[config.mk]
export PLATFORM = sky130hd
export DESIGN_NAME = rom_arbiter_flat
export DESIGN_NICKNAME = d
export VERILOG_FILES = /design/src/rtl/rom_arbiter_if.sv /design/src/rtl/rom_arbiter.sv /design/src/flat_wrapper.sv
export SDC_FILE = /design/constraint.sdc
export NUM_CORES = 1
export LEC_CHECK = 0
export ABC_AREA = 1
export BUFFER_PORTS_ARGS = -buffer_cell sky130_fd_sc_hd__buf_2
export CAP_MARGIN = 25
export CELL_PAD_IN_SITES_DETAIL_PLACEMENT = 0
export CELL_PAD_IN_SITES_GLOBAL_PLACEMENT = 2
export CORE_UTILIZATION = 21
export CTS_CLUSTER_DIAMETER = 40
export DETAILED_ROUTE_END_ITERATION = 8
export PLACE_DENSITY_LB_ADDON = 0.3
export SYNTH_ARGS = -nofsm -noshare
export SYNTH_HDL_FRONTEND = slang
export SYNTH_SLANG_ARGS = --single-unit
[constraint.sdc]
create_clock -name clk -period 1.9 [get_ports clk]
set_input_delay 0.285 -clock clk [delete_from_list [all_inputs] [get_ports clk]]
set_output_delay 0.285 -clock clk [all_outputs]
set_load 0.03 [all_outputs]
[src/rtl/rom_arbiter_if.sv]
// Request/response channels for the IFU and LSU plus the shared ROM read port.
// The slave modport is the arbiter's view; the master modport is the requester/ROM side.
interface rom_arbiter_if #(
  parameter int ADDR_WIDTH = 32,
  parameter int DATA_WIDTH = 32
);
  logic                  ifu_req_i;
  logic [ADDR_WIDTH-1:0] ifu_addr_i;
  logic                  ifu_gnt_o;
  logic                  ifu_rvalid_o;
  logic [DATA_WIDTH-1:0] ifu_rdata_o;
  logic                  ifu_err_o;
  logic                  ifu_rready_i;

  logic                  lsu_req_i;
  logic [ADDR_WIDTH-1:0] lsu_addr_i;
  logic                  lsu_gnt_o;
  logic                  lsu_rvalid_o;
  logic [DATA_WIDTH-1:0] lsu_rdata_o;
  logic                  lsu_err_o;
  logic                  lsu_rready_i;

  logic                  rom_rena_o;
  logic [ADDR_WIDTH-1:0] rom_raddr_o;
  logic [DATA_WIDTH-1:0] rom_rdata_i;

  modport slave (
    input  ifu_req_i, ifu_addr_i, ifu_rready_i,
    input  lsu_req_i, lsu_addr_i, lsu_rready_i,
    input  rom_rdata_i,
    output ifu_gnt_o, ifu_rvalid_o, ifu_rdata_o, ifu_err_o,
    output lsu_gnt_o, lsu_rvalid_o, lsu_rdata_o, lsu_err_o,
    output rom_rena_o, rom_raddr_o
  );

  modport master (
    output ifu_req_i, ifu_addr_i, ifu_rready_i,
    output lsu_req_i, lsu_addr_i, lsu_rready_i,
    output rom_rdata_i,
    input  ifu_gnt_o, ifu_rvalid_o, ifu_rdata_o, ifu_err_o,
    input  lsu_gnt_o, lsu_rvalid_o, lsu_rdata_o, lsu_err_o,
    input  rom_rena_o, rom_raddr_o
  );
endinterface

[src/rtl/rom_arbiter.sv]
// Shares the single-ported instruction ROM between IFU and LSU: fixed LSU priority with an
// IFU starvation guard, or alternating winner on conflict when ROM_ARB_RR_EN is defined.
module rom_arbiter #(
  parameter int ADDR_WIDTH   = 32,
  parameter int DATA_WIDTH   = 32,
  parameter int ROM_DEPTH    = 4096,
  parameter int STARVE_LIMIT = 4
) (
  input logic          clk,
  input logic          arst_n,
  rom_arbiter_if.slave bus
);

  function automatic logic addr_err(input logic [ADDR_WIDTH-1:0] addr);
    logic [ADDR_WIDTH-1:0] word_idx;
    word_idx = {2'b00, addr[ADDR_WIDTH-1:2]};
    addr_err = (addr[1:0] != 2'b00) || (word_idx >= ADDR_WIDTH'(ROM_DEPTH));
  endfunction

  logic                  ifu_elig_s, lsu_elig_s;
  logic                  ifu_win_s, lsu_win_s;
  logic                  ifu_prio_s;
  logic                  gnt_err_s;
  logic [ADDR_WIDTH-1:0] gnt_addr_s;
  logic [DATA_WIDTH-1:0] load_data_s;

  logic                  ifu_rvalid_q, ifu_rvalid_d, ifu_err_q, ifu_err_d;
  logic                  lsu_rvalid_q, lsu_rvalid_d, lsu_err_q, lsu_err_d;
  logic [DATA_WIDTH-1:0] ifu_rdata_q, ifu_rdata_d, lsu_rdata_q, lsu_rdata_d;

`ifdef ROM_ARB_RR_EN
  logic last_lsu_q, last_lsu_d;

  // On conflict the IFU wins whenever the LSU won last
  always_comb begin
    ifu_prio_s = last_lsu_q;
  end
`else
  localparam int                CNT_W   = $clog2(STARVE_LIMIT + 1);
  localparam logic [CNT_W-1:0]  CNT_MAX = CNT_W'(STARVE_LIMIT);
  logic [CNT_W-1:0] starve_q, starve_d;

  // IFU is forced to win once it has lost STARVE_LIMIT times in a row
  always_comb begin
    ifu_prio_s = (starve_q == CNT_MAX);
  end
`endif

  // Eligibility, winner selection and ROM port; nothing is granted while in reset
  always_comb begin
    ifu_elig_s = arst_n && bus.ifu_req_i && (!ifu_rvalid_q || bus.ifu_rready_i);
    lsu_elig_s = arst_n && bus.lsu_req_i && (!lsu_rvalid_q || bus.lsu_rready_i);
    ifu_win_s  = 1'b0;
    lsu_win_s  = 1'b0;
    case ({ifu_elig_s, lsu_elig_s})
      2'b11: begin
        ifu_win_s = ifu_prio_s;
        lsu_win_s = !ifu_prio_s;
      end
      2'b10:   ifu_win_s = 1'b1;
      2'b01:   lsu_win_s = 1'b1;
      default: begin
        ifu_win_s = 1'b0;
        lsu_win_s = 1'b0;
      end
    endcase
    gnt_addr_s      = ifu_win_s ? bus.ifu_addr_i : bus.lsu_addr_i;
    gnt_err_s       = addr_err(gnt_addr_s);
    load_data_s     = gnt_err_s ? {DATA_WIDTH{1'b0}} : bus.rom_rdata_i;
    bus.ifu_gnt_o   = ifu_win_s;
    bus.lsu_gnt_o   = lsu_win_s;
    bus.rom_rena_o  = (ifu_win_s || lsu_win_s) && !gnt_err_s;
    bus.rom_raddr_o = bus.rom_rena_o ? gnt_addr_s : {ADDR_WIDTH{1'b0}};
  end

  // Response buffers: a grant loads, a completed handshake without reload clears
  always_comb begin
    ifu_rvalid_d = ifu_rvalid_q;
    ifu_rdata_d  = ifu_rdata_q;
    ifu_err_d    = ifu_err_q;
    lsu_rvalid_d = lsu_rvalid_q;
    lsu_rdata_d  = lsu_rdata_q;
    lsu_err_d    = lsu_err_q;
    if (ifu_win_s) begin
      ifu_rvalid_d = 1'b1;
      ifu_rdata_d  = load_data_s;
      ifu_err_d    = gnt_err_s;
    end else if (ifu_rvalid_q && bus.ifu_rready_i) begin
      ifu_rvalid_d = 1'b0;
      ifu_rdata_d  = {DATA_WIDTH{1'b0}};
      ifu_err_d    = 1'b0;
    end else begin
      ifu_rvalid_d = ifu_rvalid_q;
    end
    if (lsu_win_s) begin
      lsu_rvalid_d = 1'b1;
      lsu_rdata_d  = load_data_s;
      lsu_err_d    = gnt_err_s;
    end else if (lsu_rvalid_q && bus.lsu_rready_i) begin
      lsu_rvalid_d = 1'b0;
      lsu_rdata_d  = {DATA_WIDTH{1'b0}};
      lsu_err_d    = 1'b0;
    end else begin
      lsu_rvalid_d = lsu_rvalid_q;
    end
  end

`ifdef ROM_ARB_RR_EN
  // Remember who was granted most recently
  always_comb begin
    if (lsu_win_s) begin
      last_lsu_d = 1'b1;
    end else if (ifu_win_s) begin
      last_lsu_d = 1'b0;
    end else begin
      last_lsu_d = last_lsu_q;
    end
  end
`else
  // Count consecutive IFU losses, saturating at the limit
  always_comb begin
    starve_d = starve_q;
    if (!bus.ifu_req_i || ifu_win_s) begin
      starve_d = {CNT_W{1'b0}};
    end else if (ifu_elig_s && (starve_q != CNT_MAX)) begin
      starve_d = starve_q + CNT_W'(1);
    end else begin
      starve_d = starve_q;
    end
  end
`endif

  // State registers; reset discards any in-flight response
  always_ff @(posedge clk or negedge arst_n) begin
    if (!arst_n) begin
      ifu_rvalid_q <= 1'b0;
      ifu_rdata_q  <= {DATA_WIDTH{1'b0}};
      ifu_err_q    <= 1'b0;
      lsu_rvalid_q <= 1'b0;
      lsu_rdata_q  <= {DATA_WIDTH{1'b0}};
      lsu_err_q    <= 1'b0;
`ifdef ROM_ARB_RR_EN
      last_lsu_q   <= 1'b1;
`else
      starve_q     <= {CNT_W{1'b0}};
`endif
    end else begin
      ifu_rvalid_q <= ifu_rvalid_d;
      ifu_rdata_q  <= ifu_rdata_d;
      ifu_err_q    <= ifu_err_d;
      lsu_rvalid_q <= lsu_rvalid_d;
      lsu_rdata_q  <= lsu_rdata_d;
      lsu_err_q    <= lsu_err_d;
`ifdef ROM_ARB_RR_EN
      last_lsu_q   <= last_lsu_d;
`else
      starve_q     <= starve_d;
`endif
    end
  end

  assign bus.ifu_rvalid_o = ifu_rvalid_q;
  assign bus.ifu_rdata_o  = ifu_rdata_q;
  assign bus.ifu_err_o    = ifu_err_q;
  assign bus.lsu_rvalid_o = lsu_rvalid_q;
  assign bus.lsu_rdata_o  = lsu_rdata_q;
  assign bus.lsu_err_o    = lsu_err_q;

endmodule

[src/flat_wrapper.sv]
// flat-port wrapper written by rule: the top's interface ports become plain ports
module rom_arbiter_flat 
#(
  parameter int ADDR_WIDTH   = 32,
  parameter int DATA_WIDTH   = 32,
  parameter int ROM_DEPTH    = 4096,
  parameter int STARVE_LIMIT = 4
)
  (clk, arst_n, bus_ifu_req_i, bus_ifu_addr_i, bus_ifu_rready_i, bus_lsu_req_i, bus_lsu_addr_i, bus_lsu_rready_i, bus_rom_rdata_i, bus_ifu_gnt_o, bus_ifu_rvalid_o, bus_ifu_rdata_o, bus_ifu_err_o, bus_lsu_gnt_o, bus_lsu_rvalid_o, bus_lsu_rdata_o, bus_lsu_err_o, bus_rom_rena_o, bus_rom_raddr_o);
  rom_arbiter_if #(.ADDR_WIDTH(ADDR_WIDTH), .DATA_WIDTH(DATA_WIDTH)) bus_i ();
  input logic clk;
  input logic arst_n;
  input wire logic [$bits(bus_i.ifu_req_i)-1:0] bus_ifu_req_i;
  input wire logic [$bits(bus_i.ifu_addr_i)-1:0] bus_ifu_addr_i;
  input wire logic [$bits(bus_i.ifu_rready_i)-1:0] bus_ifu_rready_i;
  input wire logic [$bits(bus_i.lsu_req_i)-1:0] bus_lsu_req_i;
  input wire logic [$bits(bus_i.lsu_addr_i)-1:0] bus_lsu_addr_i;
  input wire logic [$bits(bus_i.lsu_rready_i)-1:0] bus_lsu_rready_i;
  input wire logic [$bits(bus_i.rom_rdata_i)-1:0] bus_rom_rdata_i;
  output wire logic [$bits(bus_i.ifu_gnt_o)-1:0] bus_ifu_gnt_o;
  output wire logic [$bits(bus_i.ifu_rvalid_o)-1:0] bus_ifu_rvalid_o;
  output wire logic [$bits(bus_i.ifu_rdata_o)-1:0] bus_ifu_rdata_o;
  output wire logic [$bits(bus_i.ifu_err_o)-1:0] bus_ifu_err_o;
  output wire logic [$bits(bus_i.lsu_gnt_o)-1:0] bus_lsu_gnt_o;
  output wire logic [$bits(bus_i.lsu_rvalid_o)-1:0] bus_lsu_rvalid_o;
  output wire logic [$bits(bus_i.lsu_rdata_o)-1:0] bus_lsu_rdata_o;
  output wire logic [$bits(bus_i.lsu_err_o)-1:0] bus_lsu_err_o;
  output wire logic [$bits(bus_i.rom_rena_o)-1:0] bus_rom_rena_o;
  output wire logic [$bits(bus_i.rom_raddr_o)-1:0] bus_rom_raddr_o;
  assign bus_i.ifu_req_i = bus_ifu_req_i;
  assign bus_i.ifu_addr_i = bus_ifu_addr_i;
  assign bus_i.ifu_rready_i = bus_ifu_rready_i;
  assign bus_i.lsu_req_i = bus_lsu_req_i;
  assign bus_i.lsu_addr_i = bus_lsu_addr_i;
  assign bus_i.lsu_rready_i = bus_lsu_rready_i;
  assign bus_i.rom_rdata_i = bus_rom_rdata_i;
  assign bus_ifu_gnt_o = bus_i.ifu_gnt_o;
  assign bus_ifu_rvalid_o = bus_i.ifu_rvalid_o;
  assign bus_ifu_rdata_o = bus_i.ifu_rdata_o;
  assign bus_ifu_err_o = bus_i.ifu_err_o;
  assign bus_lsu_gnt_o = bus_i.lsu_gnt_o;
  assign bus_lsu_rvalid_o = bus_i.lsu_rvalid_o;
  assign bus_lsu_rdata_o = bus_i.lsu_rdata_o;
  assign bus_lsu_err_o = bus_i.lsu_err_o;
  assign bus_rom_rena_o = bus_i.rom_rena_o;
  assign bus_rom_raddr_o = bus_i.rom_raddr_o;
  rom_arbiter #(.ADDR_WIDTH(ADDR_WIDTH), .DATA_WIDTH(DATA_WIDTH), .ROM_DEPTH(ROM_DEPTH), .STARVE_LIMIT(STARVE_LIMIT)) u_core (.clk(clk), .arst_n(arst_n), .bus(bus_i));
endmodule
* Word level (Yosys, flattened, before mapping)
Cells that the tools add are included. Widths: inputs -> output; s select.
Storage, ports and cells: flip-flop bits (word level) 71, input bits 102, output and inout port bits 103, word-level logic and storage cells 53
Operators by class: $add $sub $neg 1, magnitude comparators 1, eq/ne operators 5, muxes and demuxes 17, reduce and logical (&&, ||, !) cells 22
Operators by type and width (count):
- $mux 32 | 7
- $ge 30x13->1 const B | 1
- $logic_and 1x1->1 | 8
- $reduce_bool 2->1 | 4
- $mux 1 | 6
- $mux 3 | 2
- $logic_not 1->1 | 5
- $logic_or 1x1->1 | 5
- $eq 2x2->1 const B | 2
- $pmux 1 s2 | 2
- $add 3x1->3 const B | 1
- $eq 3x3->1 const B | 1
- $ne 3x3->1 const B | 1
- $eq 2x1->1 const B | 1

* Logic depth before layout (Yosys ltp)
Gate-level depths: netlist of the first run.
depth after elaboration 11, mapped depth 16, mapped depth without buffers 14

* Worst setup path after synthesis of the first run
OpenSTA, ideal clock, no wires.
kind reg2out, start point register u_core.ifu_rvalid_q (netlist: u_core.bus.ifu_rvalid_o), end point output bus_rom_raddr_o[10], arrival time 2.156 ns, required time 1.615 ns, path slack -0.541 ns, stages on the path, launching flop included 10, cells stage by stage dfrtp_1 -> a21oi_4 -> nand2_4 -> buf_6 -> o21ai_0 -> nand3_1 -> nor2_2 -> nand3_1 -> buf_2 -> nor2_1
Between the ends: cells in the longest elaborated chain, start to end 11
RTL lines:
- start, declared | line rom_arbiter.sv:27 | logic ifu_rvalid_q, ifu_rvalid_d, ifu_err_q, ifu_err_d;
- start signal, assigned | line rom_arbiter.sv:148 | ifu_rvalid_q <= ifu_rvalid_d;
- $logic_not 1->1 * | line rom_arbiter.sv:51 | ifu_elig_s = arst_n && bus.ifu_req_i && (!ifu_rvalid_q || bus.ifu_rready_i);
- $logic_or 1x1->1 * | line rom_arbiter.sv:51
- $logic_and 1x1->1 * | line rom_arbiter.sv:51
- $eq 2x2->1 | line rom_arbiter.sv:55 | case ({ifu_elig_s, lsu_elig_s})
- $pmux 1 s2 | line rom_arbiter.sv:55
- $mux 32 | line rom_arbiter.sv:67 | gnt_addr_s = ifu_win_s ? bus.ifu_addr_i : bus.lsu_addr_i;
- $ge 30x13->1 or $reduce_bool 2->1 (tied branches) | line rom_arbiter.sv:17 | addr_err = (addr[1:0] != 2'b00) || (word_idx >= ADDR_WIDTH'(ROM_DEPTH));
- $logic_or 1x1->1 | line rom_arbiter.sv:17
- $logic_not 1->1 | line rom_arbiter.sv:72 | bus.rom_rena_o = (ifu_win_s || lsu_win_s) && !gnt_err_s;
- $logic_and 1x1->1 | line rom_arbiter.sv:72
- $mux 32 * | line rom_arbiter.sv:73 | bus.rom_raddr_o = bus.rom_rena_o ? gnt_addr_s : {ADDR_WIDTH{1'b0}};
- end, declared | line flat_wrapper.sv:29 | output wire logic [$bits(bus_i.rom_raddr_o)-1:0] bus_rom_raddr_o;
Every way passes the cells marked *; elsewhere a longest branch is shown, timed or not.

* Worst setup path after layout of the first run
start point register u_core.starve_q[1], end point output bus_rom_raddr_o[3]
Between the ends: cells in the longest elaborated chain, start to end 8
RTL lines:
- start, declared | line rom_arbiter.sv:41 | logic [CNT_W-1:0] starve_q, starve_d;
- start signal, assigned | line rom_arbiter.sv:145 | starve_q <= {CNT_W{1'b0}};
- start signal, assigned | line rom_arbiter.sv:157 | starve_q <= starve_d;
- $eq 3x3->1 * | line rom_arbiter.sv:45 | ifu_prio_s = (starve_q == CNT_MAX);
- $pmux 1 s2 | line rom_arbiter.sv:55
- $mux 32 | line rom_arbiter.sv:67
- $ge 30x13->1 or $reduce_bool 2->1 (tied branches) | line rom_arbiter.sv:17
- $logic_or 1x1->1 | line rom_arbiter.sv:17
- $logic_not 1->1 | line rom_arbiter.sv:72
- $logic_and 1x1->1 | line rom_arbiter.sv:72
- $mux 32 * | line rom_arbiter.sv:73
Marks and branches as above.

==> reports/results.tsv, run 1 <==
stage	metric	value	unit
layout	stdcell_area	0.00617	sq mm
global_routing	grt_use_total	15.9	%
timing	rsz0062_at_grt	true	
setup_path	cp.depth	14	
cts	clk_latency	0.33	ns
global_routing	globalRouteOverflowTotal	0	
synth	ys_async_sr_fraction	100	%
timing	setup_ws	-0.682	ns
setup_path	slowest_delay	0.34	ns
synth	synth.avg_cell_area	8.16	sq um
setup_path	crit_required	1.62	ns
die	dieArea	0.0187	sq mm
pwr	ir_drop	0.000332	V
timing	post-route-min-period	2.58	ns
flow_run	cap_violations	0	
global_routing	antenna_found_initial	1	
cts	path_clk_slew	0.06	ns
global_routing	grt_pass1_vias	3833	
synth	synth_edf_count	0	
timing	clock_skew	0.00437	ns
timing	final_max_slew_viol_count	0	
die	die-height	137	um
timing	setup_violations	81	
setup_path	rr_startpoint	u_core.starve_q[1]	
cts	clock_path_buffers	2	
global_routing	grt_start_max_net_pins	71	
timing	slew_headroom	58.9	%
synth	yosys.area.top_type	dfrtp_1	
setup_path	cp.arrival	2.30	ns
synth	synth_top_cell_area_share	46.6	%
cts	cts_tree	yes	
setup_path	cp_max_fo	13	
cts	cts-root-buf	clkbuf_16	
drt	drcViolationCount	0	
drt	drt-pass1-iter-count	6	
layout	fillers	1809	
synth	yosys.cell_types.count	27	
die	core_area	0.0175	sq mm
setup_path	worstSetupStartpoint	u_core.starve_q[1]	
timing	period_share	136	%
place	dp_hpwl	9280	um
drt	num_vias	4005	
drt	drt_iter0_drc	202	
global_routing	grt_pass1_wl	22000	um
synth	syn_area	0.00381	sq mm
synth	synthTopCellsByCount	191 x nand2_1, 71 x dfrtp_1, 64 x nand4_1	
layout	layout.nets	788	
drt	totalWireLength	14800	um
layout	diodes	0	
drt	wl_per_cell	16.3	um
synth	synth.most_common_cell	nand2_1	
outcome	failed_checks	negative setup slack	
min_path	hold_class	in2reg	
setup_path	critPathCaptureType	primary output	
outcome	status	finished, violations left	
pwr	p_leak	3.53	nW
layout	drive_above_1_share	40.7	%
setup_path	crit_buf_inv	4	
cts	htreeDepth	3	
synth	yosys-top-cells-area	dfrtp_1 47%, nand2_1 19%, nand4_1 11%	
synth	yosysSeqAreaShare	46.6	%
place	placed_area	0.00518	sq mm
setup_path	slowest_stage	dfrtp_1	
layout	multi_input_area	0.00182	sq mm
drt	viasPerCell	4.40	
timing	fmaxAchievable	387	MHz
timing	final_hold_viol_count	0	
layout	area_delta_synth_final	62.0	%
setup_path	path_cells	inv_1 -> ha_2 -> nand2_2 -> nand3_4 -> buf_6 -> nand3_1 -> nand2_1 -> nor2_1 -> nand2_1 -> nor2_4 -> nand3_4 -> buf_12 -> nor2_2 -> buf_6	
setup_path	critPathCapture	bus_rom_raddr_o[3]	
setup_path	rrSetupSlack	-0.51	ns
place	place_congestion	0.763	
synth	syn_inst	467	
cts	numCtsBuffers	9	
die	die_x	137	um
place	port_buffers	184	
die	ios	205	
die	start_util	21.8	%
setup_path	path_class	reg2out	
drt	postRouteAntennaNets	0	
synth	yosys_warnings	0	
setup_path	cp-start-kind	register	
timing	worstMarginPinSlew	0.615	ns
pwr	p_per_area	629	mW/mm^2
synth	synthFlopType	dfrtp_1	
setup_path	rr_worst_depth	17	
die	num_rows	48	
layout	final-seq-area	0.00178	sq mm
setup_path	r2r_end	u_core.bus.lsu_rdata_o[1]	
setup_path	path_delay_family	simple AND/OR/NAND/NOR gates	
synth	synth-seq-cells	71	
cts	clock_sinks	71	
place	dp_cells	872	
layout	fin_cells	911	
## placed cells by master (no fill, tap or decap), types with 4 or more instances in the layout
cell type and instances:
clkbuf_16 9, nor2_4 13, conb_1 20, nor2_1 9, dfrtp_1 69, nand3b_1 7
buf_6 18, nand2_1 189, nand4_1 64, buf_12 15, bufbuf_16 7, mux2i_1 12
buf_16 6, buf_4 21, inv_1 17, buf_2 168, nand3_1 7, a21oi_4 4
## final cells by class
class,count,share of cell area (%)
clock inverter,1,0.486
inverter,19,1.24
timing repair buffer,238,31.3
sequential,71,28.8
tap,225,4.56
clock buffer,12,4.15
multi-input combinational,345,29.5
## worst reg2reg max path, cell delays in order (launching register included)
cell       delay (ns)
dfrtp_1          0.34
inv_1            0.05
ha_2             0.18
nand2_2          0.07
nand3_4          0.16
buf_6            0.19
nand3_1          0.07
nand2_1          0.06
nor2_1           0.10
nand2_1          0.11
nor2_4           0.14
buf_4            0.13
buf_6            0.10
buf_12           0.11
buf_12           0.12
bufbuf_16        0.26
nand4_1          0.09
nand2_1          0.07
## worst min-delay path by stage
stage,to,cells past startpoint,from,slack (ns)
floorplan,u_core.bus.ifu_err_o,0,arst_n,-0.01
global placement,u_core.bus.lsu_rvalid_o,2,arst_n,0.19
detailed placement,u_core.bus.lsu_rvalid_o,2,arst_n,0.20
CTS,u_core.bus.lsu_rdata_o[8],3,bus_rom_rdata_i[8],0.19
global route,u_core.bus.lsu_rdata_o[11],3,bus_rom_rdata_i[11],0.20
finish,u_core.bus.lsu_rdata_o[6],3,bus_rom_rdata_i[6],0.21
## layer usage
metal / share of wire, % / wire [um] / vias up / track usage [%]
met4: 1.4 / 207 / 2 / 4.69
li1: - / - / 1948 / -
met3: 6.8 / 1010 / 15 / 4.22
met2: 47 / 6920 / 156 / 25.2
met5: 0.088 / 13 / - / 0
met1: 45 / 6660 / 1884 / 21.2
## per-stage QoR
stage	setup TNS [ns]	hold WS, ns	setup slack (ns)	utilization (%)	power (mW)
2_1_floorplan	-5.17	-0.0106	-0.320	-	1.89
4_1_cts	-38.51	0.195	-0.728	35.1	3.95
3_5_place_dp	-30.25	0.204	-0.459	29.7	2.16
6_report	-36.38	0.214	-0.682	35.3	3.88
3_3_place_gp	-25.88	0.190	-0.402	29.7	2.16
5_1_grt	-50.47	0.204	-0.850	35.3	4.08
## repair_timing
action | in CTS | in global routing
setup endpoints to repair | 81 | 81
endpoints found under the hold margin | 1 | 8
gates resized for setup | 51 | 1
cloned | 14 | 0
hold buffers | 1 | 1
pin swaps | 4 | 0
buffers inserted | 9 | 0
## cells by family after synthesis
logic type / count (synthesis) / share of synthesized area, %
muxes: 12 / 3.15
other: 1 / 0.0984
buffers and inverters: 72 / 12.1
and+or+nand+nor: 299 / 35.5
adders and majority gates: 2 / 0.657
AOI/OAI and AO/OA: 10 / 1.90
DFF: 71 / 46.6
## sequential cells by signal, indices dropped and copies added, names as in the netlist
name	flops
u_core.bus.lsu_rvalid_o	1
u_core.bus.lsu_err_o	1
u_core.starve_q	3
u_core.bus.lsu_rdata_o	32
u_core.bus.ifu_err_o	1
u_core.bus.ifu_rvalid_o	1
u_core.bus.ifu_rdata_o	32
## report_power, final
part           switching [mW]  internal, mW
clock network           0.607          1.07
registers             0.00895          1.53
logic                   0.411         0.261
(Power assumes the default switching activity.)
==> run 2: changes to the inputs <==
--- a/config.mk
+++ b/config.mk
@@ -10,7 +10,8 @@
 export CAP_MARGIN = 25
 export CELL_PAD_IN_SITES_DETAIL_PLACEMENT = 0
 export CELL_PAD_IN_SITES_GLOBAL_PLACEMENT = 2
-export CORE_UTILIZATION = 21
+export CORE_ASPECT_RATIO = 0.6
+export CORE_UTILIZATION = 24
 export CTS_CLUSTER_DIAMETER = 40
 export DETAILED_ROUTE_END_ITERATION = 8
 export PLACE_DENSITY_LB_ADDON = 0.3
==> constraint.sdc (replaced) <==
create_clock -name clk -period 2.4 [get_ports clk]
set_input_delay 0.36 -clock clk [delete_from_list [all_inputs] [get_ports clk]]
set_output_delay 0.36 -clock clk [all_outputs]
set_load 0.03 [all_outputs]
==> run 2 against run 1 <==
  * The run still ends with negative setup slack left
  * Die area decreased by 12%
  * Via count decreased by 2.6%
  * Non-clock buffer count is 21 lower
  * Routed wire length down 8.1%
  * Final cell count decreased by 4.2%
  * Critical endpoint is now bus_rom_raddr_o[10]
==> reports/results.tsv, run 2 (same netlist as run 1, synthesis figures left out) <==
stage	metric	value	unit	change
layout	stdcell_area	0.00550	sq mm	-11%
global_routing	grt_pass1_wl	20100	um	-8.4%
timing	clock_skew	0.00324	ns	-0.00113 ns
layout	utilization	35.6	%	+0.33 points
min_path	min_path_cells	3		unchanged
drt	num_vias	3901		-2.6%
setup_path	cp_max_fo	13		unchanged
cts	clock_sinks	71		unchanged
layout	drive_above_1_share	37.4	%	-3.3 points
setup_path	critPathCaptureType	primary output		
timing	final_hold_viol_count	0		unchanged
setup_path	path_class	reg2out		
setup_path	path_cells	inv_1 -> ha_2 -> nand2_2 -> nand3_4 -> buf_6 -> nand3b_1 -> nand2_1 -> nand2_1 -> nor2_2 -> nand2_2 -> nor2_4 -> nand3_2 -> buf_8 -> nor2_1 -> buf_4		
pwr	ir_drop	0.000340	V	+2.2%
cts	clk_latency	0.33	ns	about the same
cts	numCtsBuffers	9		unchanged
die	die-height	99.6	um	-27%
layout	layout.nets	768		-2.5%
setup_path	cp.arrival	2.32	ns	+0.02 ns
timing	period_share	112	%	
setup_path	r2r_end	u_core.bus.lsu_err_o		
setup_path	cp-start-kind	register		
layout	fillers	1688		-6.7%
timing	hold-worst-slack	0.287	ns	+0.0732 ns
timing	final_max_slew_viol_count	0		unchanged
layout	multi_input_area	0.00174	sq mm	-4.6%
timing	post-route-min-period	2.68	ns	
layout	final_cell_mix	189 x nand2_1, 168 x buf_2, 71 x dfrtp_1, 64 x nand4_1, 35 x buf_4		
timing	worstMarginPinSlew	0.937	ns	+0.322 ns
global_routing	antenna_found_initial	1		unchanged
setup_path	slowest_stage	dfrtp_1		
timing	fmaxAchievable	373	MHz	
die	num_rows	35		-27%
global_routing	grt_pass1_vias	3642		-5.0%
global_routing	grt_use_total	16.2	%	+0.22 points
global_routing	use_met3	4.34	%	+0.11 points
place	dp_cells	843		-3.3%
layout	final_common_cell	nand2_1		
cts	cts_tree	yes		
die	dieArea	0.0164	sq mm	-12%
die	die_x	165	um	+20%
setup_path	rr_startpoint	u_core.starve_q[0]		
setup_path	crit_buf_inv	4		unchanged
pwr	p_leak	3.32	nW	-6.1%
drt	drcViolationCount	0		unchanged
place	place_ws	-0.117	ns	+0.341 ns
global_routing	busiest_layer	met1		
min_path	hold_end	u_core.bus.lsu_rdata_o[16]		
drt	wl_per_cell	15.6	um	-4.2%
place	place_congestion	0.760		-0.38%
flow_run	cap_violations	0		unchanged
cts	htreeDepth	3		unchanged
drt	postRouteAntennaNets	0		unchanged
outcome	failed_checks	negative setup slack		
timing	fin_setup_tns	-3.51	ns	+32.87 ns
die	start_util	24.7	%	+2.9 points
layout	area_delta_synth_final	44.2	%	
timing	setup_violations	13		-84%
setup_path	rrSetupSlack	0.08	ns	+0.59 ns
drt	drt_iter0_drc	270		+34%
die	core_area	0.0154	sq mm	-12%
timing	slew_headroom	37.5	%	-21 points
setup_path	crit_required	2.04	ns	+0.42 ns
global_routing	use_met1	24.8	%	+3.6 points
timing	rsz0062_at_grt	true		
timing	setup_ws	-0.284	ns	+0.397 ns
die	ios	205		unchanged
global_routing	use_met2	22.3	%	-2.9 points
pwr	p_per_area	573	mW/mm^2	-8.8%
place	dp_hpwl	9100	um	-1.9%
place	placed_area	0.00493	sq mm	-5.0%
min_path	hp-start	bus_rom_rdata_i[16]		
cts	clock_path_buffers	2		unchanged
min_path	hold_class	in2reg		
global_routing	globalRouteOverflowTotal	0		unchanged
layout	fin_cells	873		-4.2%
pwr	fin_total_pwr	3.15	mW	-19%
drt	totalWireLength	13600	um	-8.1%
setup_path	path_delay_family	simple AND/OR/NAND/NOR gates		
global_routing	grt_start_max_net_pins	68		-4.2%
drt	viasPerCell	4.47		+1.6%
drt	drt-pass1-iter-count	4		-2
setup_path	slowest_delay	0.38	ns	+0.04 ns
cts	cts-root-buf	clkbuf_16		
layout	final-seq-area	0.00178	sq mm	-0.14%
outcome	status	finished, violations left		
setup_path	rr_worst_depth	16		-1
cts	path_clk_slew	0.06	ns	about the same
place	port_buffers	184		unchanged
[run 2: changes by cell type in the layout (fill, tap and decap cells not counted), sizes merged]
cell	before	now
bufbuf	7	0
diode	0	1
dlygate4sd3	2	1
clkinv	0	1
nand2	193	194
buf	229	214
clkbuf	12	16
[run 2: worst register-to-register path: stages, from the launching register on]
cell      delay [ns]
dfrtp_1         0.38
inv_1           0.06
ha_2            0.18
nand2_2         0.07
nand3_4         0.15
buf_6           0.15
nand3b_1        0.07
nand2_1         0.07
nand2_1         0.05
nor2_2          0.12
nand2_2         0.08
nor2_4          0.10
buf_4           0.25
buf_16          0.25
nand2_1         0.12
nand2_1         0.07
nand2_1         0.04
[run 2: worst max-delay path by stage]
stage | cells past startpoint | slack, ns | endpoint | startpoint
floorplan | 9 | -0.12 | bus_rom_raddr_o[10] | u_core.bus.ifu_rvalid_o
global placement | 15 | -0.02 | bus_rom_raddr_o[8] | u_core.starve_q[0]
detailed placement | 15 | -0.12 | bus_rom_raddr_o[7] | u_core.starve_q[0]
CTS | 14 | -0.32 | bus_rom_raddr_o[7] | u_core.starve_q[0]
global route | 15 | -0.49 | bus_rom_raddr_o[13] | u_core.starve_q[0]
finish | 15 | -0.28 | bus_rom_raddr_o[10] | u_core.starve_q[0]
[run 2: repair_timing]
item | in CTS | in global routing
hold buffers | 1 | 0
cloned | 2 | 2
pin swaps | 4 | 0
resized for setup | 24 | 11
setup endpoints to repair | 42 | 77
buffers inserted | 6 | 2
hold endpoints to repair | 4 | 0
[run 2: power by group]
group	internal (mW)	switching (mW)	leakage [nW]
Sequential	1.21	0.00830	0.986
Combinational	0.173	0.313	2.17
Clock	0.945	0.503	0.165
[run 2: layout make-up]
class | count | share of cell area [%]
clock buffer | 14 | 5.35
multi-input combinational | 346 | 31.6
timing repair buffer | 217 | 24.1
inverter | 19 | 1.30
clock inverter | 2 | 0.638
antenna | 1 | 0.0455
tap | 203 | 4.62
sequential | 71 | 32.3
[run 2: per-layer routing]
| layer | vias to the layer above | share of wire, % |
|---|---|---|
| met5 | - | 0 |
| met4 | 0 | 0.60 |
| met3 | 9 | 7.9 |
| met2 | 143 | 40 |
| met1 | 1849 | 51 |
| li1 | 1900 | - |
